$ cat config.mk
export PLATFORM = sky130hd
export DESIGN_NAME = alu_sequencer
export DESIGN_NICKNAME = d
export VERILOG_FILES = /design/src/rtl/alu_sequencer.sv
export SDC_FILE = /design/constraint.sdc
export NUM_CORES = 1
export LEC_CHECK = 0
export ABC_AREA = 1
export CAP_MARGIN = 40
export CORE_MARGIN = 4
export CORE_UTILIZATION = 40
export CTS_CLUSTER_DIAMETER = 200
export DETAILED_ROUTE_END_ITERATION = 12
export GPL_ROUTABILITY_DRIVEN = 0
export GPL_TIMING_DRIVEN = 1
export PLACE_DENSITY = 0.62
export SYNTH_ARGS = -nofsm -noshare
export SYNTH_HDL_FRONTEND = slang
export SYNTH_SLANG_ARGS = --single-unit
$ cat constraint.sdc
create_clock -name clk -period 4.4 [get_ports clk]
set_clock_uncertainty 0.15 [all_clocks]
set_input_delay 0.88 -clock clk [delete_from_list [all_inputs] [get_ports clk]]
set_output_delay 0.88 -clock clk [all_outputs]
set_load 0.005 [all_outputs]
$ cat src/rtl/alu_sequencer.sv
// Multi-cycle ALU sequencer: single-cycle operations run through EXEC.
// Define ALU_MULDIV_EN to add the shift-add multiplier and restoring divider (ITER state).
module alu_sequencer #(
  parameter int WIDTH = 16
) (
  input  logic             clk,
  input  logic             rst,
  input  logic             start,
  input  logic [5:0]       opcode,
  input  logic [WIDTH-1:0] op_a,
  input  logic [WIDTH-1:0] op_b,
  output logic             alu_busy,
  output logic             done,
  output logic [WIDTH-1:0] result,
  output logic             wr_en,
  output logic [3:0]       flags
);
  localparam int SHW = $clog2(WIDTH);
  localparam logic [5:0] OP_ADD = 6'h0C, OP_SUB = 6'h0D, OP_LSR = 6'h0E, OP_LSL = 6'h0F;
  localparam logic [5:0] OP_RSR = 6'h10, OP_RSL = 6'h11, OP_MOV = 6'h12;
  localparam logic [5:0] OP_AND = 6'h16, OP_OR  = 6'h17, OP_XOR = 6'h18, OP_NOT = 6'h19;
  localparam logic [5:0] OP_CMP = 6'h1A, OP_TST = 6'h1B, OP_INC = 6'h1C, OP_DEC = 6'h1D;

`ifdef ALU_MULDIV_EN
  localparam logic [5:0] OP_MUL = 6'h13, OP_DIV = 6'h14, OP_MOD = 6'h15;
  localparam logic [SHW:0] CNT_LAST = (SHW+1)'(WIDTH);
  typedef enum logic [1:0] {S_IDLE = 2'd0, S_EXEC = 2'd1, S_ITER = 2'd2, S_DONE = 2'd3} state_t;
`else
  typedef enum logic [1:0] {S_IDLE = 2'd0, S_EXEC = 2'd1, S_DONE = 2'd3} state_t;
`endif

  state_t           r_state, w_next;
  logic [5:0]       r_op;
  logic [WIDTH-1:0] r_a, r_b, r_result;
  logic [3:0]       r_flags;
  logic             r_busy, r_done, r_wr_en;

  logic             w_enter_done;
  logic [WIDTH-1:0] w_bb, w_res, w_rot_r, w_rot_l;
  logic             w_c, w_o, w_known, w_write, w_add_o, w_sub_o;
  logic [WIDTH:0]   w_add, w_sub, w_lsl, w_lsr;
  logic [SHW-1:0]   w_sh;
  logic [3:0]       w_flags;

  // Rotate right by s; relies on WIDTH being a power of two so the index wraps.
  function automatic logic [WIDTH-1:0] rot_r(input logic [WIDTH-1:0] a, input logic [SHW-1:0] s);
    logic [WIDTH-1:0] r;
    for (int i = 0; i < WIDTH; i++) r[i] = a[SHW'(i) + s];
    return r;
  endfunction

  assign w_bb    = ((r_op == OP_INC) || (r_op == OP_DEC)) ? {{(WIDTH-1){1'b0}}, 1'b1} : r_b;
  assign w_add   = {1'b0, r_a} + {1'b0, w_bb};
  assign w_sub   = {1'b0, r_a} - {1'b0, w_bb};
  assign w_add_o = (r_a[WIDTH-1] == w_bb[WIDTH-1]) && (w_add[WIDTH-1] != r_a[WIDTH-1]);
  assign w_sub_o = (r_a[WIDTH-1] != w_bb[WIDTH-1]) && (w_sub[WIDTH-1] != r_a[WIDTH-1]);
  assign w_sh    = r_b[SHW-1:0];
  // Extra bit on each shift catches the last bit pushed out (zero for amount 0).
  assign w_lsl   = {1'b0, r_a} << w_sh;
  assign w_lsr   = {r_a, 1'b0} >> w_sh;
  assign w_rot_r = rot_r(r_a, w_sh);
  assign w_rot_l = rot_r(r_a, {SHW{1'b0}} - w_sh);
  assign w_flags = {(w_res == {WIDTH{1'b0}}), w_o, w_res[WIDTH-1], w_c};
  assign w_enter_done = (w_next == S_DONE);

`ifdef ALU_MULDIV_EN
  logic [SHW:0]     r_cnt;
  logic [WIDTH-1:0] r_hi, r_lo, w_rem_sub;
  logic [WIDTH:0]   w_mul_sum, w_rem_sh;
  logic             w_go_iter, w_rem_ge;

  assign w_go_iter = (opcode == OP_MUL) ||
                     (((opcode == OP_DIV) || (opcode == OP_MOD)) && (op_b != {WIDTH{1'b0}}));
  assign w_mul_sum = {1'b0, r_hi} + (r_lo[0] ? {1'b0, r_a} : {(WIDTH+1){1'b0}});
  assign w_rem_sh  = {r_hi, r_lo[WIDTH-1]};
  assign w_rem_ge  = (w_rem_sh >= {1'b0, r_b});
  assign w_rem_sub = w_rem_sh[WIDTH-1:0] - r_b;

  // Iterative datapath: {r_hi,r_lo} is product for MUL, {remainder,quotient} for DIV/MOD.
  always_ff @(posedge clk) begin
    if (!rst) begin
      r_cnt <= {(SHW+1){1'b0}};
      r_hi  <= {WIDTH{1'b0}};
      r_lo  <= {WIDTH{1'b0}};
    end else if ((r_state == S_IDLE) && start) begin
      r_cnt <= {(SHW+1){1'b0}};
      r_hi  <= {WIDTH{1'b0}};
      r_lo  <= (opcode == OP_MUL) ? op_b : op_a;
    end else if ((r_state == S_ITER) && (r_cnt != CNT_LAST)) begin
      r_cnt <= r_cnt + 1'b1;
      if (r_op == OP_MUL) begin
        r_hi <= w_mul_sum[WIDTH:1];
        r_lo <= {w_mul_sum[0], r_lo[WIDTH-1:1]};
      end else if (w_rem_ge) begin
        r_hi <= w_rem_sub;
        r_lo <= {r_lo[WIDTH-2:0], 1'b1};
      end else begin
        r_hi <= w_rem_sh[WIDTH-1:0];
        r_lo <= {r_lo[WIDTH-2:0], 1'b0};
      end
    end
  end
`endif

  // State register.
  always_ff @(posedge clk) begin
    if (!rst) r_state <= S_IDLE;
    else      r_state <= w_next;
  end

  // Next-state logic; start is only honoured in IDLE.
  always_comb begin
    w_next = r_state;
    case (r_state)
      S_IDLE: begin
        if (start) begin
`ifdef ALU_MULDIV_EN
          if (w_go_iter) w_next = S_ITER;
          else           w_next = S_EXEC;
`else
          w_next = S_EXEC;
`endif
        end else begin
          w_next = S_IDLE;
        end
      end
      S_EXEC: w_next = S_DONE;
`ifdef ALU_MULDIV_EN
      S_ITER: begin
        if (r_cnt == CNT_LAST) w_next = S_DONE;
        else                   w_next = S_ITER;
      end
`endif
      S_DONE:  w_next = S_IDLE;
      default: w_next = S_IDLE;
    endcase
  end

  // Result and flag selection for the latched operation.
  always_comb begin
    w_res   = r_result;
    w_c     = 1'b0;
    w_o     = 1'b0;
    w_known = 1'b1;
    w_write = 1'b1;
    case (r_op)
      OP_ADD, OP_INC: begin w_res = w_add[WIDTH-1:0]; w_c = w_add[WIDTH]; w_o = w_add_o; end
      OP_SUB, OP_DEC: begin w_res = w_sub[WIDTH-1:0]; w_c = w_sub[WIDTH]; w_o = w_sub_o; end
      OP_CMP: begin w_res = w_sub[WIDTH-1:0]; w_c = w_sub[WIDTH]; w_o = w_sub_o; w_write = 1'b0; end
      OP_LSL: begin w_res = w_lsl[WIDTH-1:0]; w_c = w_lsl[WIDTH]; end
      OP_LSR: begin w_res = w_lsr[WIDTH:1];   w_c = w_lsr[0]; end
      OP_RSL: begin
        w_res = w_rot_l;
        if (w_sh != {SHW{1'b0}}) w_c = w_rot_l[0];
        else                     w_c = 1'b0;
      end
      OP_RSR: begin
        w_res = w_rot_r;
        if (w_sh != {SHW{1'b0}}) w_c = w_rot_r[WIDTH-1];
        else                     w_c = 1'b0;
      end
      OP_MOV: w_res = r_b;
      OP_AND: w_res = r_a & r_b;
      OP_OR:  w_res = r_a | r_b;
      OP_XOR: w_res = r_a ^ r_b;
      OP_NOT: w_res = ~r_a;
      OP_TST: begin w_res = r_a & r_b; w_write = 1'b0; end
`ifdef ALU_MULDIV_EN
      OP_MUL: begin w_res = r_lo; w_o = (r_hi != {WIDTH{1'b0}}); end
      OP_DIV: begin
        if (r_b == {WIDTH{1'b0}}) begin w_res = {WIDTH{1'b1}}; w_o = 1'b1; end
        else                      begin w_res = r_lo; end
      end
      OP_MOD: begin
        if (r_b == {WIDTH{1'b0}}) begin w_res = r_a; w_o = 1'b1; end
        else                      begin w_res = r_hi; end
      end
`endif
      default: begin w_known = 1'b0; w_write = 1'b0; end
    endcase
  end

  // Operand capture and registered outputs; result/flags change only on entry to DONE.
  always_ff @(posedge clk) begin
    if (!rst) begin
      r_op     <= 6'h00;
      r_a      <= {WIDTH{1'b0}};
      r_b      <= {WIDTH{1'b0}};
      r_result <= {WIDTH{1'b0}};
      r_flags  <= 4'b0000;
      r_busy   <= 1'b0;
      r_done   <= 1'b0;
      r_wr_en  <= 1'b0;
    end else begin
      r_busy  <= (w_next != S_IDLE);
      r_done  <= w_enter_done;
      r_wr_en <= w_enter_done && w_write;
      if ((r_state == S_IDLE) && start) begin
        r_op <= opcode;
        r_a  <= op_a;
        r_b  <= op_b;
      end
      if (w_enter_done && w_write) r_result <= w_res;
      if (w_enter_done && w_known) r_flags  <= w_flags;
    end
  end

  assign alu_busy = r_busy;
  assign done     = r_done;
  assign result   = r_result;
  assign wr_en    = r_wr_en;
  assign flags    = r_flags;
endmodule

* Word level (Yosys, flattened, before mapping)
Cells that the tools add are included.
Cells by class: eq/ne operators 21, mux-type cells 74, bitwise operators 4, magnitude comparators 32, add/sub/neg operators 33, shift operators 2, reductions and logical operators 15
Operator list (number):
- $pmux 16 s11 | 1
- $lt 4x5->1 const B | 32
- $bmux 1 s4 | 32
- $eq 6x5->1 const B | 11
- $add 4x4->4 const A | 16
- $mux 1 | 37
- $add 3x4->4 const A | 8
- $eq 6x4->1 const B | 4
- $add 16x16->17 | 1
- $shl 16x4->17 | 1
- $shr 17x4->17 | 1
- $sub 16x16->17 | 1
- $add 2x4->4 const A | 4
- $and 16x16->16 | 1
- $logic_not 16->1 | 1
- $mux 16 | 1
- $not 16->16 | 1
- $or 16x16->16 | 1
- $xor 16x16->16 | 1
- $reduce_or 15->1 | 1
- $reduce_or 13->1 | 1
- $add 1x4->4 const A | 2
- $pmux 1 s6 | 1
- $logic_and 1x1->1 | 5
- 13 further kinds | 16
Storage, ports and cells: register bits 63, word-level logic and storage cells 190, bits of input ports 41

* Depth between registers and ports, before layout
depth after elaboration 7, gate-level depth with buffers 29, gate-level depth less buffers 26

* Worst setup path after synthesis
Ideal clock, no wire load.
kind register -> register, from reg r_b[1], to reg r_flags[3], in the netlist flags[3], path slack 1146 ps, period minus slack after synthesis 3254 ps, stages on the path, launching flop included 25, data required time 4181 ps, arrival time 3034 ps, cells stage by stage dfxtp_1 buf_2 inv_1 buf_4 buf_2 ha_1 buf_2 inv_2 buf_2 ha_1 nand2_1 nand2_1 inv_1 nand3_1 nand2_1 nand3_1 nand3_1 nand2_1 nor3_1 nand3_1 nor2_1 nand2_1 nor2_1 nand3_1 a21oi_2
On the way: cells in the longest elaborated chain, start to end 6, elaborated cells between the ends (all ways) 105
Ends and longest elaborated chain:
- start, declared | line 34 | logic [WIDTH-1:0] r_a, r_b, r_result;
- start signal, assigned | line 188 | r_b <= {WIDTH{1'b0}};
- start signal, assigned | line 201 | r_b <= op_b;
- $sub 1x4->4 | line 62 | assign w_rot_l = rot_r(r_a, {SHW{1'b0}} - w_sh);
- $add 1x4->4, or another cell as far along | line 48 | for (int i = 0; i < WIDTH; i++) r[i] = a[SHW'(i) + s];
- $bmux 1 s4 | line 48
- $mux 1 (implied by the code) | line 48
- $pmux 16 s11 (*) | line 146 | case (r_op)
- $logic_not 16->1 (*) | line 63 | assign w_flags = {(w_res == {WIDTH{1'b0}}), w_o, w_res[WIDTH-1], w_c};
- end signal, assigned | line 204 | if (w_enter_done && w_known) r_flags <= w_flags;
- end, declared | line 35 | logic [3:0] r_flags;
Every way passes the cells marked *; elsewhere a longest branch is shown, timed or not. The select of a mux whose other input is x is not followed. A chain may end at the register's enable or synchronous reset.

* Worst setup path in the final report
from reg r_op[1], to reg r_flags[3], in the netlist flags[3]
On the way: cells in the longest elaborated chain, start to end 6, elaborated cells between the ends (all ways) 27
Ends and longest elaborated chain:
- start, declared | line 33 | logic [5:0] r_op;
- start signal, assigned | line 199 | r_op <= opcode;
- $eq 6x5->1 | line 52, 146
- $logic_or 1x1->1 | line 52 | assign w_bb = ((r_op == OP_INC) || (r_op == OP_DEC)) ? {{(WIDTH-1){1'b0}}, 1'b1} : r_b;
- $mux 16 | line 52
- $sub 16x16->17 / $add 16x16->17 (equally long branches) | line 54, 53
- $pmux 16 s11 | line 146
- $logic_not 16->1 | line 63
Parallel ways exist; a longest one is shown, timed or not.

==> flow_metrics.tcl <==
set metrics [dict create \
    crit_arrival_ns 3.87 \
    clk_pin_slew_ns 0.06 \
    insertion_delay_ns 0.35 \
    core_um2 22800 \
    grt_max_degree 59 \
    cpMaxStageDelayCell "ha_1" \
    hold_path_end "flags[0]$_SDFFE_PN0P_" \
    cts_made_buffers 9 \
    tritoncts "built" \
    portBuffers 63 \
    critPathRequiredTime_ns 4.53 \
    crit_chain "inv_2 > nand2_1 > nor2_1 > nand2_2 > nand2_4 > nor2_1 > inv_1 > ha_1 > nand2_1 > nor2_1 > and2_1 > nand2_1 > nand2_1 > nand2_1 > nand3_1 > nand2_1 > nor2_1 > nand3_1 > nor2_1 > nand2_1 > nor2_1 > nand3_1 > a21oi_2" \
    num_io_pins 64 \
    cts_sinks 62 \
    finalInstanceArea_um2 10500 \
    max_slew.worst_pin.slew_ns 0.912 \
    dp.cells 2052 \
    finalSetupTns_ns 0 \
    yosysSeqAreaShare_pct 13.3 \
    ys_seq_elements 62 \
    drtIter0Drc 1772 \
    path_buf_inv 2 \
    vias_per_cell 5.54 \
    cts_setup_buffers 0 \
    first_global_vias 10580 \
    ir_worst_vdd_v 0.000179 \
    crit_fanout 17 \
    drc 0 \
    initial_core_util_pct 40.9 \
    endpoint_kind "flop" \
    reg2regPathDepth 23 \
    dp.final_hpwl_mm 29.7 \
    setup_violations 0 \
    hold_buffers 0 \
    finalWirelength_mm 37.5 \
    grt_remaining_overflow 0 \
    max_clock_freq_mhz 267 \
    relSlewSlack_pct 39.0 \
    hold-path-cell-count 2 \
    floorplan.rows 55 \
    htreeDepth 3 \
    maxSlewViolCount 0 \
    die_w_um 161 \
    async_reset_ff_share_pct 0 \
    grt_pass1_wl_mm 58.6 \
    syn_nets 1854 \
    syn_area_per_cell_um2 5.42 \
    place_ws_ns 0.756 \
    antenna_found_initial 0 \
    power_mw 3.14 \
    syn_inst 1727 \
    vias 11467 \
    r2r_setup_slack_ns 0.66 \
    holdCritStartpoint "flags[0]$_SDFFE_PN0P_" \
    reg2reg_to "flags[3]$_SDFFE_PN0P_" \
    grt_setup_unrepaired "false" \
    p_leak_nw 5.53 \
    final_cell_mix "nand2_1, nand3_1, inv_1" \
    crit_family "simple AND/OR/NAND/NOR gates" \
    synth.distinct_cells 47 \
    antenna_left 0 \
    dieArea_um2 25900 \
    cp-start-kind "flop" \
    fp.dieH_um 161 \
    fin_nets 1877 \
    final_common_cell "nand2_1" \
    ctsResizeCount 0 \
    wl_per_cell_um 18.1 \
    cts_max_path_buffers 2 \
    path_common_cell "nand2_1" \
    place_area_um2 10200 \
    diodes 0 \
    synth_edf_count 0 \
    fin_ws_ns 0.655 \
    drive_gt1_share_pct 4.90 \
    synth_area_um2 9350 \
    stdcell_count 2068 \
    layout_min_cycle_time_ns 3.74 \
    synth_warnings 0 \
    synthFlopType "dfxtp_1" \
    cap_violations 0 \
    cts_root_buf "clkbuf_16" \
    crit_path_max_incr_delay_ns 0.47 \
    rr_startpoint "r_op[1]$_SDFFE_PN0P_" \
    hp-class "reg2reg" \
    dr.pass1.iters 6 \
    powerDensity_nw_per_um2 300 \
    hold_viol 0 \
    areaGrowthSynthToFinish_pct 11.8 \
    grt_usage_pct 28.3 \
    outcome "finished clean" \
    period_share_pct 85.1 \
    crit_type "reg2reg" \
]
-- flip-flops by register name (all words and copies together), names as in the netlist --
register  cells
r_a          16
r_b          16
result       16
r_op          6
flags         4
r_state       2
alu_busy      1
wr_en         1
-- stage by stage --
step / utilization, % / hold WS, ns
after global placement: 44.3 / 0.313
after detailed placement: 44.4 / 0.335
after CTS: 45.8 / 0.343
final: 45.8 / 0.333
after floorplan: - / 0.310
after global routing: 45.8 / 0.364
-- routing by layer --
metal  wire length (um)  GRT usage, %
met4               1910          13.3
met2              16200          44.4
met1              15800          38.2
met5                  0             0
met3               3550          4.21
-- worst max path at each step --
stage	slack [ns]	start	depth (start not counted)	endpoint
2_1_floorplan	1.15	r_b[1]$_SDFFE_PN0P_	24	flags[3]$_SDFFE_PN0P_
3_3_place_gp	0.79	r_op[1]$_SDFFE_PN0P_	23	flags[3]$_SDFFE_PN0P_
3_5_place_dp	0.76	r_op[1]$_SDFFE_PN0P_	23	flags[3]$_SDFFE_PN0P_
4_1_cts	0.73	r_op[1]$_SDFFE_PN0P_	23	flags[3]$_SDFFE_PN0P_
5_1_grt	0.32	r_op[0]$_SDFFE_PN0P_	23	flags[3]$_SDFFE_PN0P_
6_report	0.66	r_op[1]$_SDFFE_PN0P_	23	flags[3]$_SDFFE_PN0P_
-- logic make-up (layout without fill, tap and decap cells) --
family / count (synthesis) / after routing / share of synthesized area (%)
AO/OA/AOI/OAI: 189 / 189 / 11.1
AND/OR/NAND/NOR: 1104 / 1104 / 50.6
adder cells (fa/ha/maj): 86 / 86 / 11.7
buffers and inverters: 276 / 304 / 12.4
flip-flops: 62 / 62 / 13.3
XOR/XNOR: 10 / 10 / 0.937
-- tightest hold or removal path: cells and delay by family (launching register included) --
kind / cells / cell delay (ns)
compound gates: 1 / 0.06
flops: 1 / 0.31
simple gates: 1 / 0.06
-- power by group --
group	switching [mW]	internal, mW	leakage, nW
combinational	1.17	0.543	4.87
clock	0.299	0.446	0.148
sequential	0.0725	0.608	0.510
total	1.54	1.60	5.53
-- cells in the mapped netlist (6+ instances only) --
master	count	area, um2
clkbuf_1	23	86.3
buf_2	31	155
ha_1	84	1050
buf_6	9	101
nor2_1	183	687
o21bai_1	6	45.0
nand3_1	292	1460
nand2_2	20	125
nand4_1	21	131
a21oi_1	77	385
o211ai_1	6	45.0
inv_2	10	37.5
o21ai_0	73	365
inv_1	193	724
o21ai_1	8	40.0
nand2_1	553	2080
xor2_1	9	78.8
dfxtp_1	62	1240
nor3_1	9	45.0
-- area by class of cell --
cell class,instances,area (um2)
well taps,313,392
inverters,207,782
clock buffers,9,225
fillers,2570,12400
repair buffers,81,786
multi-input cells,1389,6950
flip-flops and latches,62,1240
clock inverters,7,80.1
No activity file was read; power rests on OpenSTA's default activity.
